<file path="src/rtl/vector_point_sequencer_pkg.sv">
// Shared types for the vector point sequencer and its point FIFO.
// A point travels as the flat word {blank, y, x}, 2*WIDTH+1 bits wide.
package vector_pkg;

  typedef enum logic [2:0] {
    ST_IDLE,
    ST_LOAD,
    ST_SEND_X,
    ST_GAP_X,
    ST_SEND_Y,
    ST_GAP_Y,
    ST_DWELL
  } state_e;

  localparam logic AXIS_X = 1'b0;
  localparam logic AXIS_Y = 1'b1;

endpackage

</file>
<file path="src/rtl/vector_point_sequencer_fifo.sv">
// Synchronous point FIFO with registered read data, sized to a power of two.
// Also intended for reuse by the line generator.
module point_fifo #(
  parameter int WIDTH_DATA = 25,
  parameter int DEPTH      = 8,
  parameter int CNT_W      = $clog2(DEPTH) + 1
) (
  input  logic                  clk,
  input  logic                  reset,
  input  logic                  push_i,
  input  logic [WIDTH_DATA-1:0] wr_data_i,
  input  logic                  pop_i,
  output logic [WIDTH_DATA-1:0] rd_data_o,
  output logic                  full_o,
  output logic                  empty_o,
  output logic [CNT_W-1:0]      count_o
);

  localparam int AW = $clog2(DEPTH);

  logic [WIDTH_DATA-1:0] mem_q [DEPTH];
  logic [WIDTH_DATA-1:0] rd_data_q;
  logic [AW-1:0]         wr_ptr_q, rd_ptr_q;
  logic [CNT_W-1:0]      count_q;
  logic                  push_ok, pop_ok;

  assign full_o    = (count_q == CNT_W'(DEPTH));
  assign empty_o   = (count_q == '0);
  assign count_o   = count_q;
  assign rd_data_o = rd_data_q;

  // Full blocks a push even when a pop happens in the same cycle.
  assign push_ok = push_i && !full_o;
  assign pop_ok  = pop_i && !empty_o;

  always_ff @(posedge clk) begin
    if (push_ok) mem_q[wr_ptr_q] <= wr_data_i;
  end

  always_ff @(posedge clk) begin
    if (reset) begin
      wr_ptr_q  <= '0;
      rd_ptr_q  <= '0;
      count_q   <= '0;
      rd_data_q <= '0;
    end else begin
      if (push_ok) wr_ptr_q <= wr_ptr_q + AW'(1);
      if (pop_ok) begin
        rd_data_q <= mem_q[rd_ptr_q];
        rd_ptr_q  <= rd_ptr_q + AW'(1);
      end
      case ({push_ok, pop_ok})
        2'b10:   count_q <= count_q + CNT_W'(1);
        2'b01:   count_q <= count_q - CNT_W'(1);
        default: count_q <= count_q;
      endcase
    end
  end

endmodule

</file>
<file path="src/rtl/vector_point_sequencer.sv">
// Buffers (x, y, blank) points and plays each one out as an X then Y DAC write,
// updating beam blank on the Y write and dwelling before the next point.
//
// state   | meaning
// IDLE    | waiting for a buffered point; pops the head when one exists
// LOAD    | FIFO read data settles; captured into working registers
// SEND_X  | waits for dac_ready, then strobes the X value on axis 0
// GAP_X   | strobe low; dac_ready ignored while the driver reacts
// SEND_Y  | waits for dac_ready, then strobes Y on axis 1 and applies blank
// GAP_Y   | strobe low; dwell counter loaded
// DWELL   | counts down the dwell; leaves at a count of 1
module vector_point_sequencer
  import vector_pkg::*;
#(
  parameter int WIDTH        = 12,
  parameter int DEPTH        = 8,
  parameter int DWELL_CYCLES = 4,
  parameter int CNT_W        = $clog2(DEPTH) + 1
) (
  input  logic             clk,
  input  logic             reset,
  input  logic             pt_valid,
  input  logic [WIDTH-1:0] pt_x,
  input  logic [WIDTH-1:0] pt_y,
  input  logic             pt_blank,
  output logic             pt_ready,
  output logic [WIDTH-1:0] dac_value,
  output logic             dac_axis,
  output logic             dac_strobe,
  input  logic             dac_ready,
  output logic             blank,
  output logic             busy,
  output logic [CNT_W-1:0] fifo_count
);

  localparam int PW   = 2 * WIDTH + 1;
  localparam int DW_W = (DWELL_CYCLES > 0) ? $clog2(DWELL_CYCLES + 1) : 1;

  state_e           state_q, state_d;
  logic [WIDTH-1:0] x_q, x_d, y_q, y_d;
  logic             pt_blank_q, pt_blank_d;
  logic [WIDTH-1:0] dac_value_q, dac_value_d;
  logic             dac_axis_q, dac_axis_d;
  logic             dac_strobe_q, dac_strobe_d;
  logic             blank_q, blank_d;
  logic [DW_W-1:0]  dwell_q, dwell_d;

  logic [PW-1:0]    fifo_rd_data;
  logic             fifo_full, fifo_empty, fifo_pop;

  assign fifo_pop = (state_q == ST_IDLE) && !fifo_empty;

  point_fifo #(
    .WIDTH_DATA (PW),
    .DEPTH      (DEPTH),
    .CNT_W      (CNT_W)
  ) u_fifo (
    .clk       (clk),
    .reset     (reset),
    .push_i    (pt_valid),
    .wr_data_i ({pt_blank, pt_y, pt_x}),
    .pop_i     (fifo_pop),
    .rd_data_o (fifo_rd_data),
    .full_o    (fifo_full),
    .empty_o   (fifo_empty),
    .count_o   (fifo_count)
  );

  assign pt_ready   = !fifo_full;
  assign busy       = (state_q != ST_IDLE);
  assign dac_value  = dac_value_q;
  assign dac_axis   = dac_axis_q;
  assign dac_strobe = dac_strobe_q;
  assign blank      = blank_q;

  always_ff @(posedge clk) begin
    if (reset) state_q <= ST_IDLE;
    else       state_q <= state_d;
  end

  always_comb begin
    state_d = state_q;
    case (state_q)
      ST_IDLE:   if (!fifo_empty) state_d = ST_LOAD;
      ST_LOAD:   state_d = ST_SEND_X;
      ST_SEND_X: if (dac_ready) state_d = ST_GAP_X;
      ST_GAP_X:  state_d = ST_SEND_Y;
      ST_SEND_Y: if (dac_ready) state_d = ST_GAP_Y;
      ST_GAP_Y:  state_d = (DWELL_CYCLES == 0) ? ST_IDLE : ST_DWELL;
      ST_DWELL:  if (dwell_q == DW_W'(1)) state_d = ST_IDLE;
      default:   state_d = ST_IDLE;
    endcase
  end

  // Strobe defaults low so it can never be high two cycles running.
  always_comb begin
    x_d          = x_q;
    y_d          = y_q;
    pt_blank_d   = pt_blank_q;
    dac_value_d  = dac_value_q;
    dac_axis_d   = dac_axis_q;
    dac_strobe_d = 1'b0;
    blank_d      = blank_q;
    dwell_d      = dwell_q;
    case (state_q)
      ST_LOAD: {pt_blank_d, y_d, x_d} = fifo_rd_data;
      ST_SEND_X: begin
        if (dac_ready) begin
          dac_value_d  = x_q;
          dac_axis_d   = AXIS_X;
          dac_strobe_d = 1'b1;
        end
      end
      ST_SEND_Y: begin
        if (dac_ready) begin
          dac_value_d  = y_q;
          dac_axis_d   = AXIS_Y;
          dac_strobe_d = 1'b1;
          blank_d      = pt_blank_q;
        end
      end
      ST_GAP_Y: dwell_d = DW_W'(DWELL_CYCLES);
      ST_DWELL: dwell_d = dwell_q - DW_W'(1);
      default: ;
    endcase
  end

  always_ff @(posedge clk) begin
    if (reset) begin
      x_q          <= '0;
      y_q          <= '0;
      pt_blank_q   <= 1'b1;
      dac_value_q  <= '0;
      dac_axis_q   <= AXIS_X;
      dac_strobe_q <= 1'b0;
      blank_q      <= 1'b1;
      dwell_q      <= '0;
    end else begin
      x_q          <= x_d;
      y_q          <= y_d;
      pt_blank_q   <= pt_blank_d;
      dac_value_q  <= dac_value_d;
      dac_axis_q   <= dac_axis_d;
      dac_strobe_q <= dac_strobe_d;
      blank_q      <= blank_d;
      dwell_q      <= dwell_d;
    end
  end

endmodule

</file>
<file path="config.mk">
export PLATFORM = sky130hd
export DESIGN_NAME = vector_point_sequencer
export DESIGN_NICKNAME = d
export VERILOG_FILES = /design/src/rtl/vector_point_sequencer_pkg.sv /design/src/rtl/vector_point_sequencer_fifo.sv /design/src/rtl/vector_point_sequencer.sv
export SDC_FILE = /design/constraint.sdc
export NUM_CORES = 1
export LEC_CHECK = 0
export ABC_CLOCK_PERIOD_IN_PS = 4300
export BUFFER_PORTS_ARGS = -buffer_cell sky130_fd_sc_hd__buf_4
export CORE_MARGIN = 2
export CORE_UTILIZATION = 40
export CTS_BUF_LIST = sky130_fd_sc_hd__clkbuf_4 sky130_fd_sc_hd__clkbuf_8
export DETAILED_ROUTE_END_ITERATION = 8
export GPL_ROUTABILITY_DRIVEN = 1
export GPL_TIMING_DRIVEN = 0
export PLACE_DENSITY = 0.54
export SLEW_MARGIN = 25
export SYNTH_ARGS = -nofsm -noshare
export SYNTH_HDL_FRONTEND = slang
export SYNTH_HIERARCHICAL = 1
export SYNTH_SLANG_ARGS = --single-unit
</file>
<file path="constraint.sdc">
create_clock -name clk -period 4.3 [get_ports clk]
set_input_delay 1.075 -clock clk [delete_from_list [all_inputs] [get_ports clk]]
set_output_delay 1.075 -clock clk [all_outputs]
set_load 0.05 [all_outputs]
</file>
==> flow_summary_export.csv <==
group,metric,value,unit
logic_synthesis,ys_async_sr_fraction,0,%
logic_synthesis,yosysWarnings,6,
placement,dpl.cell_count,1082,
global_routing,grt_overflow_total,0,
worst_setup_path,critPathMaxStageDelay,0.47,ns
worst_setup_path,critical_path_buf_inv_count,2,
placement,io_buffers,48,
sta,fin_crit,3.37,ns
layout,final_common_cell,"edfxtp_1",
global_routing,grt_pass1_vias,6327,
global_routing,grt_start_max_net_pins,17,
clocking,cts_tree,"done",
worst_setup_path,crit_family,"simple AND/OR/NAND/NOR gates",
worst_setup_path,cp.arrival,3.83,ns
worst_setup_path,criticalPathCategory,"flop to flop",
global_routing,antenna_found_initial,0,
power_and_ir_drop,p_per_area,538,nW/µm²
sta,rsz0062_at_grt,"no",
clocking,cts.sinks,281,
logic_synthesis,synth_top_cell_by_area,"edfxtp_1",
worst_setup_path,crit_path_end_kind,"flop",
global_routing,gr-usage-all-layers,16.2,%
layout,final_cell_mix,"200 x edfxtp_1, 81 x dfxtp_1, 70 x buf_4",
drt,postRouteAntennaNets,0,
die,start_util,40.4,%
sta,hold_viol,0,
logic_synthesis,synth_cells,669,
worst_setup_path,worst-path-max-fanout,10,
drt,dr.pass1.iters,4,
worst_setup_path,cp_slowest_cell,"or4_1",
drt,routedWlPerCell,18.9,µm
layout,drive_gt1_share,31.6,%
sta,clock_skew,0.0132,ns
power_and_ir_drop,irDropWorstVdd,0.000294,V
sta,worst_pin_slew,0.745,ns
sta,fin_crit_sh,78.5,%
clocking,cts_setup_buffers,0,
worst_setup_path,path_common_cell,"a21oi_1",
logic_synthesis,ys_types,44,
logic_synthesis,syn_nets,706,
sta,clock.fmax,296,MHz
clocking,post_cts_resize_count,0,
clocking,clk_pin_slew,0.06,ns
worst_setup_path,cp.required,4.76,ns
logic_synthesis,synth_ff_type,"edfxtp_1",
clocking,numCtsBuffers,46,
worst_setup_path,critPathLaunchType,"flop",
logic_synthesis,synth_top_area_share,55.8,%
die,die_h,168,µm
logic_synthesis,synth_edf_count,200,
drt,vias,5937,
die,fp.dieArea,28200,µm²
layout,diodes,0,
clocking,clk_latency,0.55,ns
layout,area_growth,18.7,%
placement,gp_congestion,0.750,
placement,hpwl,15400,µm
min_path,min_path_type,"flop to flop",
logic_synthesis,syn_avg_cell_area,16.1,µm²
die,die_w,168,µm
placement,pre_cts_ws,0.943,ns
logic_synthesis,syn-cell-area,10800,µm²
drt,drtIter0Drc,325,
logic_synthesis,ys_seq_area_share,70.9,%
job,cap_violations,0,
worst_setup_path,cp_cell_sequence,"clkbuf_1 -> or3_1 -> nor2_1 -> o41a_1 -> clkbuf_1 -> ha_1 -> ha_1 -> a21oi_1 -> a21oi_1 -> or4_1 -> a21oi_1",
clocking,cts_root_buf,"clkbuf_8",
drt,vias_per_cell,5.10,
clocking,cts-hold-fix-buffers,0,
layout,layout.nets,826,
sta,setup_viol,0,
sta,slew_viol_final,0,
drt,routed_wl,22000,µm
die,fp.coreArea,26700,µm²
die,rows,60,
drt,drc,0,
sta,setup_slack,0.926,ns
global_routing,grt_first_pass_wirelength,35000,µm
clocking,cts_max_level,2,
sta,slew_headroom,50.3,%
logic_synthesis,synth_seq_cells,281,
clocking,clk_path_buf_depth,3,
layout,instances_no_fill,1165,
power_and_ir_drop,leakagePower,4.25,nW
logic_synthesis,synth_area_leaders,"edfxtp_1 56%, dfxtp_1 15%, mux4_2 10%",
die,ios,50,
run_status,status,"finished clean",
==> tightest hold or removal path, cell delays in order (launching register included) <==
cell	delay [ns]
dfxtp_1	0.31
nand2_1	0.05
a21oi_1	0.05
==> flip-flops by register name (all words and copies together) (netlist names) <==
name,count
pt_blank_q,1
u_fifo/count_o,4
u_fifo/rd_data_o,25
u_fifo/wr_ptr_q,3
dac_axis,1
dwell_q,3
dac_strobe,1
state_q,3
x_q,12
dac_value,12
u_fifo/rd_ptr_q,3
u_fifo/mem_q,200
y_q,12
blank,1
==> layer usage <==
| layer | GRT usage [%] | vias to the layer above | part of all wire (%) |
|---|---|---|---|
| met2 | 28.4 | 134 | 51 |
| met3 | 3.46 | 43 | 5.2 |
| met1 | 20.2 | 2961 | 42 |
| met5 | 0 | - | 0 |
| li1 | - | 2799 | - |
| met4 | 4.95 | 0 | 2.0 |
==> report_power, final <==
part           leakage [nW]  internal (mW)  switching, mW  total, mW
logic                  1.28          0.512          0.840       1.35
clock network         0.499           1.34          0.987       2.33
registers              2.47           3.10         0.0951       3.19
total                  4.25           4.95           1.92       6.87
==> area by class of cell <==
cell class	count	area (µm²)
Fill cell	2253	13900
Inverter	8	30.0
Sequential cell	281	7630
Clock inverter	15	121
Buffer	44	231
Tap cell	341	427
Clock buffer	68	817
Multi-Input combinational cell	336	2920
Timing Repair Buffer	72	602
==> per-stage QoR <==
stage | cell area [µm²] | setup TNS, ns | hold slack, ns | power (mW) | util (%)
floorplan | 10800 | 0 | 0.432 | 4.19 | -
global placement | 11500 | -165.33 | 0.446 | 4.55 | 43.3
detailed placement | 11800 | 0 | 0.448 | 4.62 | 44.4
CTS | 12800 | 0 | 0.456 | 6.96 | 47.9
global route | 12800 | 0 | 0.473 | 7.22 | 47.9
finish | 12800 | 0 | 0.454 | 6.87 | 47.9
==> final timing paths <==
check | startpoint | endpoint | slack, ns | cells past startpoint
worst max register to register | state_q[2]$_SDFFE_PP0P_ | u_fifo/count_o[3]$_SDFFE_PP0P_ | 0.93 | 11
worst min-delay path | y_q[7]$_SDFFE_PP0N_ | y_q[7]$_SDFFE_PP0N_ | 0.45 | 2
worst max-delay path | state_q[2]$_SDFFE_PP0P_ | u_fifo/count_o[3]$_SDFFE_PP0P_ | 0.93 | 11
worst min register to register | y_q[7]$_SDFFE_PP0N_ | y_q[7]$_SDFFE_PP0N_ | 0.45 | 2
==> kinds of logic (layout without fill, tap and decap cells) <==
kind of cell,Yosys count,after routing,share of synthesized area (%)
xor gates and xnor gates,7,7,0.570
AOI/OAI and AO/OA,84,84,5.08
buffers and inverters,52,207,2.43
and+or+nand+nor,173,173,8.25
DFF,281,281,70.9
muxes,64,64,11.8
adders and majority gates,8,8,1.00
==> synth_stat cells, types with 5 or more instances <==
library cell,count
edfxtp_1,200
dfxtp_1,81
nand2_1,58
nor2_1,56
mux4_2,50
a21oi_1,36
o22ai_1,25
clkbuf_1,21
nor3_2,20
mux2i_1,14
buf_2,11
nor3_1,11
a211oi_2,9
buf_4,8
inv_1,8
ha_1,7
xor2_1,6
o21ai_0,5
Power figures use the tool's default switching activity.
